[src/rtl/wrf_pkg.sv]
// wrf_pkg: shared definitions for the WR fabric transmit path.
//   WRF_DW      - fabric data width (16-bit beats)
//   BCNT_W      - width of the per-frame beat counter
//   wrf_state_e - arbiter state encoding (IDLE/STREAM/DISCARD)
//   wrf_beat_t  - one buffered fabric beat {last, data}
package wrf_pkg;

    localparam int WRF_DW = 16;
    localparam int BCNT_W = 10;

    typedef enum logic [1:0] {
        IDLE    = 2'd0,
        STREAM  = 2'd1,
        DISCARD = 2'd2
    } wrf_state_e;

    typedef struct packed {
        logic              last;
        logic [WRF_DW-1:0] data;
    } wrf_beat_t;

endpackage

[src/rtl/wrf_skid_buf.sv]
// wrf_skid_buf: 2-entry registered ready/valid buffer for WR fabric paths.
//   wrf_clk, wrf_rst       - clock, asynchronous active-high reset
//   in_valid/in_ready      - upstream handshake; in_ready = not full (registered)
//   in_data                - upstream beat
//   out_valid/out_ready    - downstream handshake; out_valid = not empty
//   out_data               - head entry, driven straight from a register
module wrf_skid_buf
    import wrf_pkg::*;
#(
    parameter int W = WRF_DW + 1
) (
    input  logic         wrf_clk,
    input  logic         wrf_rst,
    input  logic         in_valid,
    output logic         in_ready,
    input  logic [W-1:0] in_data,
    output logic         out_valid,
    input  logic         out_ready,
    output logic [W-1:0] out_data
);

    logic [W-1:0] head_q, tail_q;
    logic [1:0]   cnt_q;
    logic         push, pop;

    assign in_ready  = (cnt_q != 2'd2);
    assign out_valid = (cnt_q != 2'd0);
    assign out_data  = head_q;
    assign push      = in_valid & in_ready;
    assign pop       = out_valid & out_ready;

    always_ff @(posedge wrf_clk or posedge wrf_rst) begin
        if (wrf_rst) begin
            head_q <= '0;
            tail_q <= '0;
            cnt_q  <= 2'd0;
        end else begin
            case ({push, pop})
                2'b10: begin
                    if (cnt_q == 2'd0) head_q <= in_data;
                    else               tail_q <= in_data;
                    cnt_q <= cnt_q + 2'd1;
                end
                2'b01: begin
                    head_q <= tail_q;
                    cnt_q  <= cnt_q - 2'd1;
                end
                2'b11: begin
                    // Count stays put; push cannot happen when full.
                    if (cnt_q == 2'd1) begin
                        head_q <= in_data;
                    end else begin
                        head_q <= tail_q;
                        tail_q <= in_data;
                    end
                end
                default: ;
            endcase
        end
    end

endmodule

[src/rtl/wrf_tx_arbiter.sv]
// wrf_tx_arbiter: whole-frame round-robin arbiter sharing one WR fabric
// transmit port between N_SRC frame sources, with max-length truncation
// and a 2-entry skid buffer on the output.
//   wrf_clk, wrf_rst                 - clock, asynchronous active-high reset
//   src_valid/src_last/src_data      - per-source beats (16 bits per source)
//   src_ready                        - per-source accept (only the owner)
//   wrf_valid/wrf_last/wrf_data      - fabric output beat
//   wrf_ready                        - fabric accept
//   grant                            - one-hot owner, zero when idle
//   busy                             - frame in progress
//   frame_trunc                      - one-cycle pulse after a frame is cut
// Build option: define WRF_ARB_PRIO_EN to give source 0 strict priority;
// the remaining sources then round-robin among themselves.
module wrf_tx_arbiter
    import wrf_pkg::*;
#(
    parameter int N_SRC     = 3,
    parameter int MAX_BEATS = 128
) (
    input  logic                    wrf_clk,
    input  logic                    wrf_rst,
    input  logic [N_SRC-1:0]        src_valid,
    input  logic [N_SRC-1:0]        src_last,
    input  logic [WRF_DW*N_SRC-1:0] src_data,
    output logic [N_SRC-1:0]        src_ready,
    output logic                    wrf_valid,
    output logic                    wrf_last,
    output logic [WRF_DW-1:0]       wrf_data,
    input  logic                    wrf_ready,
    output logic [N_SRC-1:0]        grant,
    output logic                    busy,
    output logic                    frame_trunc
);

    if (N_SRC < 2 || N_SRC > 8) begin : g_bad_n_src
        $error("wrf_tx_arbiter: N_SRC must be in 2..8");
    end
    if (MAX_BEATS < 2 || MAX_BEATS > 1024) begin : g_bad_max_beats
        $error("wrf_tx_arbiter: MAX_BEATS must be in 2..1024");
    end

    localparam int IW = $clog2(N_SRC);

    // Lowest index the round-robin pointer may hold.
`ifdef WRF_ARB_PRIO_EN
    localparam logic [IW-1:0] RR_BASE = IW'(1);
`else
    localparam logic [IW-1:0] RR_BASE = IW'(0);
`endif

    wrf_state_e          state_q, state_d;
    logic [N_SRC-1:0]    grant_q, grant_d;
    logic [IW-1:0]       gidx_q, gidx_d;
    logic [IW-1:0]       rr_q, rr_d;
    logic [BCNT_W-1:0]   bcnt_q, bcnt_d;
    logic                trunc_q, trunc_d;

    logic [WRF_DW-1:0]   src_word [N_SRC];
    logic                g_valid, g_last, at_max;
    logic                push, push_last, skid_ready;
    logic                sel_any;
    logic [IW-1:0]       sel_idx;
    wrf_beat_t           skid_in, skid_out;

    for (genvar i = 0; i < N_SRC; i++) begin : g_word
        assign src_word[i] = src_data[i*WRF_DW +: WRF_DW];
    end

    assign g_valid = src_valid[gidx_q];
    assign g_last  = src_last[gidx_q];
    assign at_max  = (bcnt_q == BCNT_W'(MAX_BEATS - 1));

    function automatic logic [IW-1:0] next_rr(input logic [IW-1:0] g);
        logic [IW-1:0] n;
        if (int'(g) == N_SRC - 1) n = RR_BASE;
        else                      n = g + 1'b1;
        return n;
    endfunction

    // First requester at or after rr_q, with wrap.
    always_comb begin : arb
        int c;
        c       = 0;
        sel_any = 1'b0;
        sel_idx = '0;
`ifdef WRF_ARB_PRIO_EN
        if (src_valid[0]) begin
            sel_any = 1'b1;
        end else begin
            for (int k = 0; k < N_SRC - 1; k++) begin
                c = int'(rr_q) + k;
                if (c >= N_SRC) c = c - (N_SRC - 1);  // wrap into 1..N_SRC-1
                if (!sel_any && src_valid[c]) begin
                    sel_any = 1'b1;
                    sel_idx = c[IW-1:0];
                end
            end
        end
`else
        for (int k = 0; k < N_SRC; k++) begin
            c = int'(rr_q) + k;
            if (c >= N_SRC) c = c - N_SRC;
            if (!sel_any && src_valid[c]) begin
                sel_any = 1'b1;
                sel_idx = c[IW-1:0];
            end
        end
`endif
    end

    always_comb begin
        state_d   = state_q;
        grant_d   = grant_q;
        gidx_d    = gidx_q;
        rr_d      = rr_q;
        bcnt_d    = bcnt_q;
        trunc_d   = 1'b0;
        src_ready = '0;
        push      = 1'b0;
        push_last = 1'b0;
        case (state_q)
            IDLE: begin
                if (sel_any) begin
                    grant_d          = '0;
                    grant_d[sel_idx] = 1'b1;
                    gidx_d           = sel_idx;
                    bcnt_d           = '0;
                    state_d          = STREAM;
                end
            end
            STREAM: begin
                src_ready = grant_q & {N_SRC{skid_ready}};
                push      = g_valid & skid_ready;
                push_last = g_last | at_max;
                if (push) begin
                    bcnt_d = bcnt_q + 1'b1;
                    if (g_last) begin
                        rr_d    = next_rr(gidx_q);
                        grant_d = '0;
                        state_d = IDLE;
                    end else if (at_max) begin
                        trunc_d = 1'b1;
                        state_d = DISCARD;
                    end
                end
            end
            DISCARD: begin
                // Tail is swallowed at full rate, independent of the fabric.
                src_ready = grant_q;
                if (g_valid) begin
                    if (bcnt_q != {BCNT_W{1'b1}}) bcnt_d = bcnt_q + 1'b1;
                    if (g_last) begin
                        rr_d    = next_rr(gidx_q);
                        grant_d = '0;
                        state_d = IDLE;
                    end
                end
            end
            default: state_d = IDLE;
        endcase
    end

    always_ff @(posedge wrf_clk or posedge wrf_rst) begin
        if (wrf_rst) begin
            state_q <= IDLE;
            grant_q <= '0;
            gidx_q  <= '0;
            rr_q    <= RR_BASE;
            bcnt_q  <= '0;
            trunc_q <= 1'b0;
        end else begin
            state_q <= state_d;
            grant_q <= grant_d;
            gidx_q  <= gidx_d;
            rr_q    <= rr_d;
            bcnt_q  <= bcnt_d;
            trunc_q <= trunc_d;
        end
    end

    assign skid_in.last = push_last;
    assign skid_in.data = src_word[gidx_q];

    wrf_skid_buf #(.W(WRF_DW + 1)) u_skid (
        .wrf_clk   (wrf_clk),
        .wrf_rst   (wrf_rst),
        .in_valid  (push),
        .in_ready  (skid_ready),
        .in_data   (skid_in),
        .out_valid (wrf_valid),
        .out_ready (wrf_ready),
        .out_data  (skid_out)
    );

    assign wrf_last    = skid_out.last;
    assign wrf_data    = skid_out.data;
    assign grant       = grant_q;
    assign busy        = (state_q != IDLE);
    assign frame_trunc = trunc_q;

endmodule

[config.mk]
export PLATFORM = sky130hd
export DESIGN_NAME = wrf_tx_arbiter
export DESIGN_NICKNAME = d
export VERILOG_FILES = /design/src/rtl/wrf_pkg.sv /design/src/rtl/wrf_skid_buf.sv /design/src/rtl/wrf_tx_arbiter.sv
export SDC_FILE = /design/constraint.sdc
export NUM_CORES = 1
export LEC_CHECK = 0
export BUFFER_PORTS_ARGS = -buffer_cell sky130_fd_sc_hd__buf_2
export CORE_MARGIN = 2
export CORE_UTILIZATION = 45
export DETAILED_ROUTE_END_ITERATION = 16
export PLACE_DENSITY = 0.69
export SYNTH_ARGS = -nofsm -noshare
export SYNTH_HDL_FRONTEND = slang
export SYNTH_SLANG_ARGS = --single-unit
[constraint.sdc]
create_clock -name wrf_clk -period 5.13 [get_ports wrf_clk]
set_input_delay 0 -clock wrf_clk [delete_from_list [all_inputs] [get_ports wrf_clk]]
set_output_delay 0 -clock wrf_clk [all_outputs]
set_load 0.05 [all_outputs]
==> results_dict.tcl <==
set metrics [dict create \
    status "finished, final reports clean" \
    end_kind "register" \
    synth_edf_count 0 \
    hold_class "input port to register" \
    ctsResizeCount 0 \
    io_buffers 82 \
    r2r_end "u_skid.out_data[6]" \
    fin_nets 494 \
    holdPathStages 3 \
    path_class "register to register" \
    syn-num-nets 414 \
    power.total_mw 2.48 \
    synth_top_cell_area_share_pct 41.2 \
    slew_viol_final 0 \
    io_pins 83 \
    clkTransAtPathRegs_ns 0.10 \
    route.detailed.drc 0 \
    peakVddDrop_uv 271 \
    ant_nets 0 \
    path_cells "nor2b_1 > a2bb2oi_1 > nand2b_1 > inv_2 > ha_1 > a21oi_1 > nor2_1 > a22o_1 > mux2_2" \
    synth_compound_area_share_pct 19.2 \
    ys_async_sr_fraction_pct 100 \
    grt_pass1_vias 2667 \
    antenna_found_initial 0 \
    clock-sinks 56 \
    whs_endpoint "u_skid.tail_q[14]" \
    reg2reg_slack_ns 1.92 \
    synth-xor-area-share_pct 0.515 \
    synth_top_family_by_area "compound AO/OA/AOI/OAI gates" \
    grt_pass1_wl_mm 12.9 \
    hold_violations 0 \
    yosys.area_share.adder_pct 5.15 \
    rows 31 \
    worst_pin_slew_ns 1.22 \
    critPathSlowestCell "nor2_1" \
    gp_congestion 0.754 \
    synth-simple-area-share_pct 12.6 \
    hold_start "src_data[30]" \
    synth.area.mux_share_pct 17.1 \
    p_leak_nw 1.92 \
    power_density_nw_per_um2 617 \
    top_layer "met4" \
    syn2layout_area_growth_pct 18.1 \
    viasPerCell 5.51 \
    avgSynthCellArea_sq_um 9.93 \
    cts.htree.levels 2 \
    synth-seq-area-share_pct 41.2 \
    cap_viol_max_count 0 \
    min_period_ns 3.21 \
    arrival_ns 3.47 \
    wl_met2_mm 3.66 \
    max_freq_mhz 312 \
    start_util_pct 46.7 \
    wire_per_inst_um 14.7 \
    max_slew_margin_pct 18.2 \
    regArea_sq_um 1400 \
    hpwlAfterDp_mm 5.55 \
    critPathMaxFanout 23 \
    detail_route.first_pass.iterations 4 \
    grtUsageTotal_pct 18.9 \
    reg2reg_depth 9 \
    core-area_sq_um 7290 \
    diodes 0 \
    fin_tns_setup_ns 0 \
    rsz0062_at_grt "false" \
    synthTopCellsByCount "dfrtp_1, nand2_1, mux2_2" \
    ys_ff_latch 56 \
    numCtsBuffers 5 \
    die_y_um 91.0 \
    cts_tree "built" \
    met1_length_mm 3.67 \
    critPathBufInv 1 \
    die-area_sq_um 8280 \
    root_buffer "clkbuf_8" \
    synth_warnings 0 \
    ctsLongestPathBuffers 2 \
    finClkSkew_ns 0.00912 \
    synthTopCellsByArea "dfrtp_1, mux2_2, mux2i_1" \
    fillers 696 \
    dr_wl_met3_um 274 \
    ys.flop_type "dfrtp_1" \
    num_vias 2883 \
    min_period_over_period_pct 62.6 \
    multiInputGateArea_sq_um 1860 \
    syn-cell-area_sq_um 3400 \
    worst_skew_pair.late_latency_ns 0.32 \
    synth_top_cell_by_area "dfrtp_1" \
    synthCells 343 \
    start_kind "register" \
    cp_top_family "simple AND/OR/NAND/NOR gates" \
    required_ns 5.39 \
    gr-total-overflow 0 \
    wirelength_mm 7.70 \
    crit-reg2reg-launch "gidx_q[0]" \
    grt_max_degree 57 \
    yosysUniqueCellTypes 57 \
    die_x_um 91.0 \
    synth.most_common_cell "dfrtp_1" \
    cpPeakStageDelay_ns 0.92 \
    first_iter_violations 181 \
    setup_viol 0 \
    drive_gt1_share_pct 30.0 \
]
-- kinds of logic (layout without fill, tap and decap cells) --
kind of cell / Yosys count / after routing
and+or+nand+nor: 87 / 87
buffers and inverters: 37 / 118
xor gates and xnor gates: 2 / 2
muxes: 54 / 54
adders and majority gates: 14 / 14
DFF: 56 / 56
AOI/OAI and AO/OA: 93 / 93
-- worst reg2reg max path, stage by stage (launching register included) --
cell,delay (ns)
dfrtp_1,0.78
nor2b_1,0.24
a2bb2oi_1,0.15
nand2b_1,0.21
inv_2,0.12
ha_1,0.19
a21oi_1,0.10
nor2_1,0.92
a22o_1,0.29
mux2_2,0.15
-- routing by layer --
layer | up-vias | global-route usage, %
met1 | 1397 | 26.4
met5 | - | 0
li1 | 1419 | -
met2 | 57 | 30.6
met3 | 10 | 3.07
met4 | 0 | 4.92
-- layout make-up --
class	instances	area share (%)
clock buffers	6	1.81
well taps	99	3.08
multi-input cells	250	46.2
flip-flops and latches	56	34.9
clock inverters	2	0.405
inverters	21	1.96
repair buffers	89	11.7
-- flip-flops by register name (all words and copies together), names as in the netlist --
name,cells
frame_trunc,1
u_skid.out_data,17
grant,3
state_q,2
u_skid.tail_q,17
rr_q,2
bcnt_q,10
u_skid.cnt_q,2
gidx_q,2
-- stage by stage --
| stage | hold slack (ns) | instance area [sq um] | setup WS (ns) | utilization [%] | std cells |
|---|---|---|---|---|---|
| after floorplan | 0.207 | 3400 | 2.50 | - | 343 |
| after global placement | 0.245 | 3900 | 2.04 | 53.5 | 512 |
| after detailed placement | 0.244 | 3900 | 1.93 | 53.5 | 512 |
| after CTS | 0.00308 | 4010 | 1.92 | 55.0 | 522 |
| after global routing | 0.00851 | 4020 | 1.66 | 55.1 | 523 |
| final | 0.00129 | 4020 | 1.92 | 55.1 | 523 |
-- worst max path at each step --
stage | from | slack (ns) | depth (start not counted) | to
after floorplan | gidx_q[0] | 2.50 | 9 | u_skid.tail_q[0]
after global placement | gidx_q[0] | 2.04 | 9 | u_skid.out_data[7]
after detailed placement | gidx_q[0] | 1.93 | 9 | u_skid.out_data[6]
after CTS | gidx_q[0] | 1.92 | 9 | u_skid.out_data[6]
after global routing | gidx_q[0] | 1.66 | 8 | u_skid.out_data[6]
final | gidx_q[0] | 1.92 | 9 | u_skid.out_data[6]
-- repair_timing --
item / in CTS / in global routing
hold buffers: 2 / 1
hold endpoints to repair: 57 / 1
buffers inserted: 0 / 0
-- where the power goes --
group	total [mW]	internal [mW]	switching, mW	leakage, nW
logic	1.47	0.560	0.909	1.17
registers	0.762	0.631	0.131	0.712
clock network	0.248	0.0976	0.150	0.0414
total	2.48	1.29	1.19	1.92
-- cell usage in the layout (no fill, tap or decap), drive strengths merged, types with 3 or more instances in the layout --
master / synthesis / routed
mux2i: 22 / 22
ha: 14 / 14
nand3: 6 / 6
nor2b: 3 / 3
o31ai: 3 / 3
nor2: 18 / 18
o211ai: 6 / 6
a21oi: 11 / 11
o21ai: 31 / 31
nand3b: 3 / 3
mux2: 32 / 32
buf: 6 / 86
a22o: 10 / 10
nand2: 31 / 31
o2bb2ai: 6 / 6
nand2b: 4 / 4
o221ai: 3 / 3
dlygate4sd3: 0 / 3
nor3: 4 / 4
inv: 20 / 20
clkbuf: 10 / 6
dfrtp: 56 / 56
and3: 6 / 6
a32o: 4 / 4
No activity file was read; power rests on OpenSTA's default activity.
